===== src/rtl/fpu_round_pack_if.sv =====
// rtl/fpu_round_pack_if.sv - beat and handshake signals of the fpu_round_pack pipeline
interface fpu_round_pack_if #(parameter int TAG_W = 5);
   logic             i_valid;
   logic             i_ready;
   logic [TAG_W-1:0] i_tag;
   logic             i_sign;
   logic [10:0]      i_exp;
   logic [24:0]      i_frac;
   logic             i_is_zero;
   logic             i_is_inf;
   logic             i_is_nan;
   logic             i_invalid;
   logic [1:0]       i_rm;
   logic             i_dn;
   logic             o_valid;
   logic             o_ready;
   logic [TAG_W-1:0] o_tag;
   logic [31:0]      o_result;
   logic             o_inexact;
   logic             o_overflow;
   logic             o_underflow;
   logic             o_invalid;

   modport master (
      output i_valid, i_tag, i_sign, i_exp, i_frac, i_is_zero, i_is_inf, i_is_nan,
             i_invalid, i_rm, i_dn, o_ready,
      input  i_ready, o_valid, o_tag, o_result, o_inexact, o_overflow, o_underflow, o_invalid
   );

   modport slave (
      input  i_valid, i_tag, i_sign, i_exp, i_frac, i_is_zero, i_is_inf, i_is_nan,
             i_invalid, i_rm, i_dn, o_ready,
      output i_ready, o_valid, o_tag, o_result, o_inexact, o_overflow, o_underflow, o_invalid
   );
endinterface


===== src/rtl/fpu_round_pack.sv =====
// rtl/fpu_round_pack.sv - FPU round/pack back end, two-stage valid/ready pipeline
// Define FPU_RP_DENORM_EN to produce denormal results instead of flushing tiny ones.
module fpu_round_pack #(
   parameter int TAG_W = 5
) (
   input logic             clk,
   input logic             rst,
   fpu_round_pack_if.slave bus
);

   typedef enum logic [2:0] {K_NUM, K_ZERO, K_INF, K_NAN, K_OVF} kind_t;

   logic adv;
   assign adv         = bus.o_ready || !bus.o_valid;
   assign bus.i_ready = adv;

   logic               rn, g, s, inc_n, tiny, ovf;
   logic [22:0]        mant;
   logic [23:0]        sum_n;
   logic signed [11:0] be, be_r;

   assign mant  = bus.i_frac[24:2];
   assign g     = bus.i_frac[1];
   assign s     = bus.i_frac[0];
   assign rn    = (bus.i_rm != 2'b01);
   assign inc_n = rn & g & (s | mant[0]);
   assign sum_n = {1'b0, mant} + {23'd0, inc_n};
   assign be    = $signed({bus.i_exp[10], bus.i_exp}) + 12'sd127;
   // a mantissa carry-out leaves sum_n[22:0] = 0 and bumps the exponent
   assign be_r  = be + $signed({11'd0, sum_n[23]});
   assign tiny  = (be <= 12'sd0);
   assign ovf   = (be_r >= 12'sd255);

`ifdef FPU_RP_DENORM_EN
   logic [11:0] sh_full;
   logic [4:0]  shamt;
   logic        unused_dn_msb, dn_g, dn_s, dn_inc;
   logic [22:0] dn_f;
   logic [24:0] dn_tail;
   logic [23:0] dn_sum;

   assign sh_full = 12'd1 - $unsigned(be);
   assign shamt   = (sh_full > 12'd26) ? 5'd26 : sh_full[4:0];
   assign {unused_dn_msb, dn_f, dn_g, dn_tail} = {1'b1, mant, g, 25'd0} >> shamt;
   assign dn_s    = (|dn_tail) | s;
   assign dn_inc  = rn & dn_g & (dn_s | dn_f[0]);
   // dn_sum[23] lands in exponent bit 0, giving the smallest normal on carry
   assign dn_sum  = {1'b0, dn_f} + {23'd0, dn_inc};
`else
   logic unused_dn;
   assign unused_dn = bus.i_dn;
`endif

   kind_t       s1_kind_d;
   logic [30:0] s1_mag_d;
   logic        s1_inx_d, s1_uf_d;

   always_comb begin
      s1_kind_d = K_NUM;
      s1_mag_d  = {be_r[7:0], sum_n[22:0]};
      s1_inx_d  = g | s;
      s1_uf_d   = 1'b0;
      if (bus.i_is_nan)
         s1_kind_d = K_NAN;
      else if (bus.i_is_inf)
         s1_kind_d = K_INF;
      else if (bus.i_is_zero)
         s1_kind_d = K_ZERO;
      else if (ovf)
         s1_kind_d = K_OVF;
      else if (tiny) begin
`ifdef FPU_RP_DENORM_EN
         if (!bus.i_dn) begin
            s1_mag_d = {7'd0, dn_sum};
            s1_inx_d = dn_g | dn_s;
            s1_uf_d  = dn_g | dn_s;
         end else begin
            s1_mag_d = 31'd0;
            s1_inx_d = 1'b1;
            s1_uf_d  = 1'b1;
         end
`else
         s1_mag_d = 31'd0;
         s1_inx_d = 1'b1;
         s1_uf_d  = 1'b1;
`endif
      end
   end

   logic             s1_valid, s1_sign, s1_rz, s1_inx, s1_uf, s1_invalid;
   logic [TAG_W-1:0] s1_tag;
   kind_t            s1_kind;
   logic [30:0]      s1_mag;

   always_ff @(posedge clk or posedge rst) begin
      if (rst) begin
         s1_valid   <= 1'b0;
         s1_tag     <= '0;
         s1_sign    <= 1'b0;
         s1_rz      <= 1'b0;
         s1_kind    <= K_ZERO;
         s1_mag     <= 31'd0;
         s1_inx     <= 1'b0;
         s1_uf      <= 1'b0;
         s1_invalid <= 1'b0;
      end else if (adv) begin
         s1_valid   <= bus.i_valid;
         s1_tag     <= bus.i_tag;
         s1_sign    <= bus.i_sign;
         s1_rz      <= !rn;
         s1_kind    <= s1_kind_d;
         s1_mag     <= s1_mag_d;
         s1_inx     <= s1_inx_d;
         s1_uf      <= s1_uf_d;
         s1_invalid <= bus.i_invalid;
      end
   end

   logic [31:0] res_d;
   logic        inx_d, ovf_d, uf_d;

   always_comb begin
      res_d = {s1_sign, s1_mag};
      inx_d = 1'b0;
      ovf_d = 1'b0;
      uf_d  = 1'b0;
      case (s1_kind)
         K_NAN:  res_d = 32'h7FBFFFFF;
         K_INF:  res_d = {s1_sign, 8'hFF, 23'd0};
         K_ZERO: res_d = {s1_sign, 31'd0};
         K_OVF: begin
            res_d = s1_rz ? {s1_sign, 31'h7F7FFFFF} : {s1_sign, 8'hFF, 23'd0};
            inx_d = 1'b1;
            ovf_d = 1'b1;
         end
         default: begin
            inx_d = s1_inx;
            uf_d  = s1_uf;
         end
      endcase
   end

   always_ff @(posedge clk or posedge rst) begin
      if (rst) begin
         bus.o_valid     <= 1'b0;
         bus.o_tag       <= '0;
         bus.o_result    <= 32'd0;
         bus.o_inexact   <= 1'b0;
         bus.o_overflow  <= 1'b0;
         bus.o_underflow <= 1'b0;
         bus.o_invalid   <= 1'b0;
      end else if (adv) begin
         bus.o_valid     <= s1_valid;
         bus.o_tag       <= s1_tag;
         bus.o_result    <= res_d;
         bus.o_inexact   <= inx_d;
         bus.o_overflow  <= ovf_d;
         bus.o_underflow <= uf_d;
         bus.o_invalid   <= s1_invalid;
      end
   end

endmodule


===== src/flat_wrapper.sv =====
// flat-port wrapper written by rule: the top's interface ports become plain ports
module fpu_round_pack_flat 
#(
   parameter int TAG_W = 5
)
  (clk, rst, bus_i_valid, bus_i_tag, bus_i_sign, bus_i_exp, bus_i_frac, bus_i_is_zero, bus_i_is_inf, bus_i_is_nan, bus_i_invalid, bus_i_rm, bus_i_dn, bus_o_ready, bus_i_ready, bus_o_valid, bus_o_tag, bus_o_result, bus_o_inexact, bus_o_overflow, bus_o_underflow, bus_o_invalid);
  fpu_round_pack_if #(.TAG_W(TAG_W)) bus_i ();
  input logic clk;
  input logic rst;
  input wire logic [$bits(bus_i.i_valid)-1:0] bus_i_valid;
  input wire logic [$bits(bus_i.i_tag)-1:0] bus_i_tag;
  input wire logic [$bits(bus_i.i_sign)-1:0] bus_i_sign;
  input wire logic [$bits(bus_i.i_exp)-1:0] bus_i_exp;
  input wire logic [$bits(bus_i.i_frac)-1:0] bus_i_frac;
  input wire logic [$bits(bus_i.i_is_zero)-1:0] bus_i_is_zero;
  input wire logic [$bits(bus_i.i_is_inf)-1:0] bus_i_is_inf;
  input wire logic [$bits(bus_i.i_is_nan)-1:0] bus_i_is_nan;
  input wire logic [$bits(bus_i.i_invalid)-1:0] bus_i_invalid;
  input wire logic [$bits(bus_i.i_rm)-1:0] bus_i_rm;
  input wire logic [$bits(bus_i.i_dn)-1:0] bus_i_dn;
  input wire logic [$bits(bus_i.o_ready)-1:0] bus_o_ready;
  output wire logic [$bits(bus_i.i_ready)-1:0] bus_i_ready;
  output wire logic [$bits(bus_i.o_valid)-1:0] bus_o_valid;
  output wire logic [$bits(bus_i.o_tag)-1:0] bus_o_tag;
  output wire logic [$bits(bus_i.o_result)-1:0] bus_o_result;
  output wire logic [$bits(bus_i.o_inexact)-1:0] bus_o_inexact;
  output wire logic [$bits(bus_i.o_overflow)-1:0] bus_o_overflow;
  output wire logic [$bits(bus_i.o_underflow)-1:0] bus_o_underflow;
  output wire logic [$bits(bus_i.o_invalid)-1:0] bus_o_invalid;
  assign bus_i.i_valid = bus_i_valid;
  assign bus_i.i_tag = bus_i_tag;
  assign bus_i.i_sign = bus_i_sign;
  assign bus_i.i_exp = bus_i_exp;
  assign bus_i.i_frac = bus_i_frac;
  assign bus_i.i_is_zero = bus_i_is_zero;
  assign bus_i.i_is_inf = bus_i_is_inf;
  assign bus_i.i_is_nan = bus_i_is_nan;
  assign bus_i.i_invalid = bus_i_invalid;
  assign bus_i.i_rm = bus_i_rm;
  assign bus_i.i_dn = bus_i_dn;
  assign bus_i.o_ready = bus_o_ready;
  assign bus_i_ready = bus_i.i_ready;
  assign bus_o_valid = bus_i.o_valid;
  assign bus_o_tag = bus_i.o_tag;
  assign bus_o_result = bus_i.o_result;
  assign bus_o_inexact = bus_i.o_inexact;
  assign bus_o_overflow = bus_i.o_overflow;
  assign bus_o_underflow = bus_i.o_underflow;
  assign bus_o_invalid = bus_i.o_invalid;
  fpu_round_pack #(.TAG_W(TAG_W)) u_core (.clk(clk), .rst(rst), .bus(bus_i));
endmodule

===== config.mk =====
export PLATFORM = sky130hd
export DESIGN_NAME = fpu_round_pack_flat
export DESIGN_NICKNAME = d
export VERILOG_FILES = /design/src/rtl/fpu_round_pack_if.sv /design/src/rtl/fpu_round_pack.sv /design/src/flat_wrapper.sv
export SDC_FILE = /design/constraint.sdc
export NUM_CORES = 1
export LEC_CHECK = 0
export ABC_AREA = 0
export BUFFER_PORTS_ARGS = -buffer_cell sky130_fd_sc_hd__buf_2
export CAP_MARGIN = 25
export CORE_ASPECT_RATIO = 1.5
export CORE_UTILIZATION = 49
export DETAILED_ROUTE_END_ITERATION = 10
export HOLD_SLACK_MARGIN = 0.02
export PLACE_DENSITY = 0.77
export SETUP_SLACK_MARGIN = 0.05
export SYNTH_ARGS = -nofsm -noshare
export SYNTH_HDL_FRONTEND = slang
export SYNTH_SLANG_ARGS = --single-unit

===== constraint.sdc =====
create_clock -name clk -period 2.73 [get_ports clk]
set_input_delay 0.546 -clock clk [delete_from_list [all_inputs] [get_ports clk]]
set_output_delay 0.546 -clock clk [all_outputs]
set_load 0.02 [all_outputs]

==> flow_summary.json <==
{
  "run_status": "finished with violations",
  "violations": "negative setup slack",
  "cts_hold_buf": 0,
  "gp_congestion": 0.8824,
  "layout.nets": 763,
  "core_area_sq_um": 9254,
  "pwr_density_cell_nw_per_um2": 600.3,
  "power.total_mw": 3.899,
  "critPathKind": "in -> reg",
  "startpoint_type": "input pin",
  "rsz0062_at_grt": "true",
  "grt_pass1_vias": 4528,
  "max_slew_margin_pct": 42.27,
  "fp-row-count": 43,
  "final_max_slew_viol_count": 0,
  "synth_async_sr_flop_share_pct": 100.0,
  "setup_viol": 32,
  "worst_pin_slew_ns": 0.8627,
  "hold_class": "in -> async",
  "root_buffer": "clkbuf_16",
  "ir_drop_v": 0.0006130,
  "grt_antenna_before_repair": 0,
  "area_growth_syn_to_layout_pct": 38.69,
  "io_pins": 96,
  "grt-ovfl-total": 0,
  "arrival_ns": 3.23,
  "synth_edf_count": 0,
  "die_y_um": 121.7,
  "yosys.area.top_type": "dfrtp_1",
  "wl_per_cell_um": 16.12,
  "yosys.cell_types.count": 57,
  "clkTransAtPathRegs_ns": 0.06,
  "vias": 4611,
  "fin_crit_ns": 3.008,
  "leakagePower_nw": 2.912,
  "cp_max_fo": 4,
  "drtIter0Drc": 230,
  "vias_per_cell": 5.616,
  "wl_um": 13240,
  "hold_slack_ns": 0.2649,
  "synth_top_area_share_pct": 45.95,
  "grt_pass1_wl_um": 21090,
  "wl_met2_um": 7386,
  "die_w_um": 81.83,
  "ant_nets": 0,
  "top_layer": "met4",
  "numCtsBuffers": 9,
  "synthTopCellsByArea": "dfrtp_1 46%, nand2_1 8.4%, a21oi_1 5.5%",
  "start_util_pct": 50.61,
  "grtUsageTotal_pct": 28.01,
  "clkLatencyLatePin_ns": 0.34,
  "fin_util_pct": 70.19,
  "dieArea_sq_um": 9961,
  "netlist_instances": 549,
  "drive_above_1_share_pct": 35.97,
  "cp-end-kind": "flop",
  "met1Wirelength_um": 4997,
  "ys_ff_latch": 87,
  "cts_max_path_buffers": 2,
  "drcViolationCount": 0,
  "fmax_mhz": 332.4,
  "grt_max_degree": 63,
  "routed-wl-met3_um": 451,
  "fin_crit_sh_pct": 110.2,
  "yosysWarnings": 0,
  "dr.pass1.iters": 4,
  "fin_worst_skew_ns": 0.004731,
  "syn_area_sq_um": 4683,
  "clock_sinks": 87,
  "diodes": 0,
  "hold_viol": 0,
  "seq_area_frac_synth_pct": 46.51,
  "portBuffers": 94,
  "dp_hpwl_um": 9209,
  "synth.net_count": 608,
  "finalWorstSetupSlack_ns": -0.2785,
  "ctsHtreeMaxLevel": 3,
  "syn-mean-instance-area_sq_um": 8.530,
  "cp_data_required_time_ns": 2.95,
  "cts_tree": "done",
  "maxCapViolCount": 0,
  "synth_flop_cell": "dfrtp_1"
}
## layout by cell type (no fill, tap or decap), types with 3 or more instances in the layout
master	count
o21ai_0	16
dfrtp_1	86
clkbuf_16	9
nand4_1	7
buf_16	3
a211oi_2	21
xor2_1	22
nand3b_1	3
a31oi_1	11
buf_2	92
nand2b_1	7
buf_6	4
ha_1	3
nand2_1	105
nor2_1	65
a21oi_2	5
nor3_1	9
nand3_1	17
nor2b_1	4
inv_1	6
xnor2_1	8
and3_1	5
a21oi_1	44
clkbuf_1	3
buf_4	78
## path summary, 6_finish.rpt
check | start | cells after the start | to | slack (ns)
max in group asynchronous | rst | 3 | u_core.s1_kind[0] | 1.75
hold reg to reg | u_core.s1_valid | 1 | u_core.bus.o_valid | 0.46
hold / removal | rst | 2 | u_core.bus.o_tag[3] | 0.26
setup / recovery | bus_i_rm[1] | 14 | u_core.s1_kind[2] | -0.28
min in group clk | bus_i_tag[4] | 3 | u_core.s1_tag[4] | 0.40
setup reg to reg | u_core.s1_kind[1] | 4 | u_core.bus.o_result[2] | 0.69
## synth_stat cells (all sizes together), types with 7 or more instances
library cell and count:
nand2b 8, a21oi 51, clkbuf 23, xnor2 9, nor3 10, a31oi 13
a211oi 24, xor2 22, nand2 105, dfrtp 86, buf 12, inv 9
o21ai 20, nand3 20, nand4 7, nor2 67
## routing by layer
layer / track usage (%) / up-vias
met5: 0 / -
met4: 12.50 / 0
met3: 4.569 / 35
met2: 50.93 / 130
met1: 30.98 / 2243
li1: - / 2203
## cell families (layout without fill, tap and decap cells)
group | count (synthesis) | in the layout | share of synthesized area, %
xor+xnor | 31 | 31 | 5.797
flops | 87 | 87 | 46.51
mux | 4 | 4 | 0.9083
simple gates | 247 | 247 | 23.83
buf+inv | 45 | 205 | 4.248
fa+ha+maj | 6 | 6 | 1.603
compound gates | 129 | 129 | 17.10
## worst max-delay path, stage by stage
cell and delay, ns:
buf_6 0.07, nand2b_4 0.11, o211a_1 0.15, ha_2 0.19
and4_4 0.23, nand3_4 0.07, nor3_2 0.11, ha_2 0.23
nor2b_4 0.19, nand3_2 0.10, o21a_1 0.19, or4b_1 0.49
a211o_1 0.33, a32o_1 0.22
## stage by stage
step,instances,TNS (ns),setup slack (ns),area (sq um)
floorplan,549,-6.218,-0.5009,4765
global placement,799,-13.60,-0.5780,5842
detailed placement,800,-18.52,-0.6860,5853
CTS,820,-3.594,-0.2769,6424
global route,821,-6.986,-0.4179,6495
finish,821,-3.138,-0.2785,6495
## state kept, by name, summed over array words and instances (netlist names), 3 cells and up
register	cells
u_core.bus.o_result	32
u_core.s1_tag	5
u_core.s1_kind	3
u_core.bus.o_tag	5
u_core.s1_mag	31
## layout make-up
cell class	count	area, sq um
fillers	687	2759
multi-input cells	417	2628
flip-flops and latches	87	2178
repair buffers	179	1214
clock buffers	13	250.2
well taps	112	140.1
clock inverters	3	42.54
inverters	10	42.54
## timing repair
action                                 4_1_cts  5_1_grt
pin swaps                                   12       14
endpoints found under the hold margin        0        0
setup buffers                                1        1
gates cloned                                 3        0
gates resized for setup                     42        9
setup endpoints to repair                   34       34
## power breakdown
part	leakage, nW	internal, mW	switching, mW	total (mW)
registers	1.02	1.51	0.138	1.65
logic	1.76	0.402	0.634	1.04
clock network	0.140	0.733	0.479	1.21
total	2.91	2.65	1.25	3.90
(Power assumes the default switching activity.)
